===== src/rtl/serial_cmp_seq.sv =====
// serial_cmp_seq: WIDTH-bit unsigned magnitude comparator that walks the
// operands one bit per clock, MSB first. A single greater-so-far /
// equal-so-far pair replaces a WIDTH-deep combinational chain. Operands are
// latched on start; done pulses for one cycle with gt/eq/steps valid.
module serial_cmp_seq #(
    parameter int WIDTH      = 6,
    parameter int EARLY_EXIT = 1,
    parameter int CW         = $clog2(WIDTH + 1)
) (
    input  logic             clk,
    input  logic             rst,
    input  logic             start,
    input  logic [WIDTH-1:0] a,
    input  logic [WIDTH-1:0] b,
    output logic             busy,
    output logic             done,
    output logic             gt,
    output logic             eq,
    output logic [CW-1:0]    steps
);

    localparam int IW = (WIDTH > 1) ? $clog2(WIDTH) : 1;

    typedef enum logic [1:0] {
        IDLE = 2'd0,
        RUN  = 2'd1,
        DONE = 2'd2
    } state_t;

    state_t           state_reg;
    state_t           state_next;

    logic [WIDTH-1:0] ra_reg;
    logic [WIDTH-1:0] rb_reg;
    logic [IW-1:0]    idx_reg;
    logic             gi_reg;
    logic             ei_reg;
    logic [CW-1:0]    cnt_reg;

    logic [WIDTH-1:0] bit_sel;
    logic             x_bit;
    logic             y_bit;
    logic             bit_diff;
    logic             gi_step;
    logic             ei_step;
    logic             last_step;
    logic             load;
    logic             step;

    // One-hot decode of the current bit position; keeps the bit pick a
    // plain AND-OR and avoids out-of-range indexing when WIDTH is not 2^n.
    genvar gi;
    generate
        for (gi = 0; gi < WIDTH; gi++) begin : g_sel
            assign bit_sel[gi] = (idx_reg == IW'(gi));
        end
    endgenerate

    assign x_bit    = |(ra_reg & bit_sel);
    assign y_bit    = |(rb_reg & bit_sel);
    assign bit_diff = x_bit ^ y_bit;

    // Bit-slice update: the first differing bit (from the MSB) decides the
    // result; after that greater/equal are frozen.
    always_comb begin
        gi_step   = gi_reg;
        ei_step   = ei_reg;
        last_step = (idx_reg == '0);
        if (ei_reg && bit_diff) begin
            gi_step = x_bit & ~y_bit;
            ei_step = 1'b0;
        end
        if ((EARLY_EXIT != 0) && bit_diff) begin
            last_step = 1'b1;
        end
    end

    // State register.
    always_ff @(posedge clk or posedge rst) begin
        if (rst) begin
            state_reg <= IDLE;
        end else begin
            state_reg <= state_next;
        end
    end

    // Next-state logic; DONE accepts a new start directly so back-to-back
    // compares need no idle bubble.
    always_comb begin
        state_next = state_reg;
        case (state_reg)
            IDLE:    state_next = start ? RUN : IDLE;
            RUN:     state_next = last_step ? DONE : RUN;
            DONE:    state_next = start ? RUN : IDLE;
            default: state_next = IDLE;
        endcase
    end

    // Output and control decode from the current state.
    always_comb begin
        busy = (state_reg == RUN);
        done = (state_reg == DONE);
        step = (state_reg == RUN);
        load = (state_reg != RUN) && start;
    end

    // Operand latch, bit walk and result registers. Results only change on
    // the final step, so they hold between compares.
    always_ff @(posedge clk or posedge rst) begin
        if (rst) begin
            ra_reg  <= '0;
            rb_reg  <= '0;
            idx_reg <= '0;
            gi_reg  <= 1'b0;
            ei_reg  <= 1'b0;
            cnt_reg <= '0;
            gt      <= 1'b0;
            eq      <= 1'b0;
            steps   <= '0;
        end else if (load) begin
            ra_reg  <= a;
            rb_reg  <= b;
            idx_reg <= IW'(WIDTH - 1);
            gi_reg  <= 1'b0;
            ei_reg  <= 1'b1;
            cnt_reg <= '0;
        end else if (step) begin
            gi_reg  <= gi_step;
            ei_reg  <= ei_step;
            cnt_reg <= cnt_reg + CW'(1);
            if (last_step) begin
                gt    <= gi_step;
                eq    <= ei_step;
                steps <= cnt_reg + CW'(1);
            end else begin
                idx_reg <= idx_reg - IW'(1);
            end
        end
    end

endmodule


===== config.mk =====
export PLATFORM = sky130hd
export DESIGN_NAME = serial_cmp_seq
export DESIGN_NICKNAME = d
export VERILOG_FILES = /design/src/rtl/serial_cmp_seq.sv
export SDC_FILE = /design/constraint.sdc
export NUM_CORES = 1
export LEC_CHECK = 0
export CORE_UTILIZATION = 25
export DETAILED_ROUTE_END_ITERATION = 8
export HOLD_SLACK_MARGIN = 0.02
export PLACE_DENSITY = 0.43
export SLEW_MARGIN = 25
export SYNTH_ARGS = -nofsm -noshare
export SYNTH_HDL_FRONTEND = slang
export SYNTH_SLANG_ARGS = --single-unit

===== constraint.sdc =====
create_clock -name clk -period 2.6 [get_ports clk]
set_clock_uncertainty 0.05 [all_clocks]
set_input_delay 0.52 -clock clk [delete_from_list [all_inputs] [get_ports clk]]
set_output_delay 0.52 -clock clk [all_outputs]
set_load 0.03 [all_outputs]

==> reports/qor.csv <==
stage,metric,value,unit
synthesis,Synth Warn #,0,
synthesis,Synth Flop Type,dfrtp_1,
global_route,largest net degree at the start of global routing,28,
synthesis,Synth cell types,28,
synthesis,"top cells by area, synth","dfrtp_1 (51%), mux2_2 (10%), ha_1 (6.7%), mux2i_1 (5.3%), mux2_4 (3.4%)",
sta,Final min period,2.43,ns
layout,"non-filler cells, final",201,
cts,CTS max path bufs,2,
placement,pre-CTS setup slack,0.182,ns
cts,CTS Hold Buffers Added,0,
sta,WHS,0.445,ns
cts,clock-pin transition on the worst setup and hold timing paths,0.09,ns
sta,final worst slack,0.170,ns
sta,unrepaired setup endpoints after global routing,false,
synthesis,Post-Syn Nets,127,
global_route,vias in the first global route,848,
sta,Final Max Slew Viols,0,
power,Max IR drop VDD,0.473,mV
route,DR pass1 iterations,4,
synthesis,Avg Inst Size Synth,12.5,um2
route,via count,872,
sta,"Setup violations, final",0,
cts,htree depth,1,
layout,diode count,0,
route,Routed WL per cell,12.2,um
cts,Sink Count,27,
floorplan,Rows,26,
cts,Num CTS Buffers,3,
global_route,gr usage total,0.0993,
layout,Filler cells,540,
worst_setup_path,Startpoint Class,flop,
cts,CTS root buf,clkbuf_8,
placement,Detail Placement HPWL,1800,um
cts,Worst-Skew Late Latency,0.27,ns
route,final WL,2440,um
synthesis,Yosys top cell area share,0.513,
floorplan,Horiz. Die Dim,74.6,um
synthesis,synthesized cell area,1320,um2
cts,TritonCTS clock tree,done,
route,via/cell ratio,4.34,
power,Final Total Pwr,1.97,mW
layout,Layout area overhead,26.6,%
floorplan,Core Box Area,5070,um2
sta,Slew HR,0.657,
worst_setup_path,CP most frequent cell,ha_1,
worst_setup_path,"Slowest-stage cell, CP",ha_1,
sta,Fin Setup TNS,0,ns
worst_setup_path,CP max FO,7,
synthesis,fraction of registers with async set/reset,1.00,
placement,IO buf count,21,
synthesis,"FF+latch count, synth",27,
min_path,Hold Crit Class,flop to flop,
worst_setup_path,Max stage delay on crit path,0.42,ns
outcome,status,"complete, no violations",
power,Power Dens Cells,1180,nW/um2
worst_setup_path,flop2flop setup slack,0.17,ns
layout,register area,676,um2
worst_setup_path,CP bufs+invs,1,
sta,fmax,0.412,GHz
synthesis,number of enable flip-flop cells after synthesis,0,
placement,dpl cells,195,
floorplan,die area,5560,um2
worst_setup_path,CP Data Arrival Time,2.54,ns
global_route,first-pass GRT wire length,4160,um
flow_run,Max-cap violations,0,
worst_setup_path,"critical path, cell by cell",inv_1 > ha_1 > a221oi_1 > a31oi_1 > ha_1 > a21oi_4 > mux2_4,
sta,worst slew pin tran,0.513,ns
sta,Final period util,0.935,
floorplan,initial core utilization,0.259,
global_route,GRT overflow,0,
power,LEAKAGE,0.746,nW
worst_setup_path,WS Path Type,flop to flop,
sta,final hold vios,0,
floorplan,# IOs,22,
floorplan,Die H,74.6,um
worst_setup_path,Required @ worst endpoint,2.71,ns
synthesis,post-synthesis sequential area ratio,0.513,
synthesis,post-synthesis cell count,105,
placement,global placement routability congestion,0.828,
global_route,initial antenna violation count,0,
route,Initial DRC Count,35,
route,# DRC,0,
worst_setup_path,"delay-heaviest family, CP",adder cells,
synthesis,"area leader, netlist",dfrtp_1,
worst_setup_path,crit end category,flop,
layout,layout cells sized above 1,0.198,
layout,post-layout net count,154,
layout,area taken by multi-input logic gates,582,um2
route,Final ANT Viol Nets,0,
## metal layers
layer | up-vias | GRT usage | part of all wire | wire length [um]
li1 | 424 | - | - | -
met1 | 425 | 0.136 | 0.48 | 1170
met2 | 21 | 0.160 | 0.47 | 1150
met3 | 2 | 0.0285 | 0.046 | 112
met4 | 0 | 0.0126 | 0.0049 | 12
met5 | - | 0 | 0 | 0
## synth_stat cells (2+ instances only)
master / number
ha_1: 7
nor2_1: 2
inv_1: 8
mux2_4: 3
nand2b_4: 2
a22oi_1: 5
mux2i_1: 7
mux2_2: 12
dfrtp_1: 27
o21ai_0: 4
nand2_1: 8
a21oi_1: 2
nand3_1: 3
## kinds of logic (layout without fill, tap and decap cells)
family | count (synthesis) | after routing | synth area share
mux | 22 | 22 | 0.190
buf+inv | 12 | 38 | 0.0447
fa+ha+maj | 7 | 7 | 0.0665
simple gates | 18 | 18 | 0.0761
compound gates | 18 | 18 | 0.103
flops | 27 | 27 | 0.513
xor+xnor | 1 | 1 | 0.00666
## area by class of cell
| cell class | instances | area share |
|---|---|---|
| inverter | 9 | 0.0218 |
| clock buffer | 4 | 0.0270 |
| tap | 70 | 0.0526 |
| multi-input combinational | 66 | 0.349 |
| sequential | 27 | 0.405 |
| timing repair buffer | 25 | 0.144 |
## per-stage QoR
stage / instance area (um2) / util
after CTS: 1650 / 0.325
final: 1670 / 0.328
after detailed placement: 1610 / 0.317
after floorplan: 1320 / -
after global routing: 1670 / 0.328
after global placement: 1610 / 0.317
## where the power goes
part           internal [mW]  switching (mW)  leakage (nW)
Clock                  0.110           0.126        0.0228
Sequential             0.604           0.113         0.326
Combinational          0.494           0.527         0.397
## worst register-to-register path: stages (launching register included)
cell      delay [ns]
dfrtp_1         0.41
inv_1           0.11
ha_1            0.31
a221oi_1        0.28
a31oi_1         0.08
ha_1            0.42
a21oi_4         0.33
mux2_4          0.33
## cell usage in the layout (no fill, tap or decap), types with 3 or more instances in the layout
| cell | netlist | final |
|---|---|---|
| dfrtp_1 | 27 | 27 |
| clkdlybuf4s50_1 | 0 | 21 |
| mux2_2 | 12 | 12 |
| nand2_1 | 8 | 8 |
| inv_1 | 8 | 8 |
| mux2i_1 | 7 | 7 |
| ha_1 | 7 | 7 |
| a22oi_1 | 5 | 5 |
| o21ai_0 | 4 | 4 |
| buf_4 | 1 | 4 |
| nand3_1 | 3 | 3 |
| mux2_4 | 3 | 3 |
| clkbuf_8 | 0 | 3 |
## repair_timing
| action | in CTS | in global routing |
|---|---|---|
| gates resized for setup | 0 | 0 |
| buffers inserted | 0 | 2 |
| endpoints found under the setup margin | 0 | 2 |
## final timing paths
check                                        from                     end  cells after the start
hold reg to reg            cnt_reg[2]$_DFFE_PP0P_  cnt_reg[2]$_DFFE_PP0P_                      1
max in group asynchronous                     rst  idx_reg[2]$_DFFE_PP0P_                      3
hold / removal             cnt_reg[2]$_DFFE_PP0P_  cnt_reg[2]$_DFFE_PP0P_                      1
setup / recovery           idx_reg[0]$_DFFE_PP0P_    steps[2]$_DFFE_PP0P_                      7
setup reg to reg           idx_reg[0]$_DFFE_PP0P_    steps[2]$_DFFE_PP0P_                      7
min in group asynchronous                     rst    steps[0]$_DFFE_PP0P_                      3
Power figures use the tool's default switching activity.
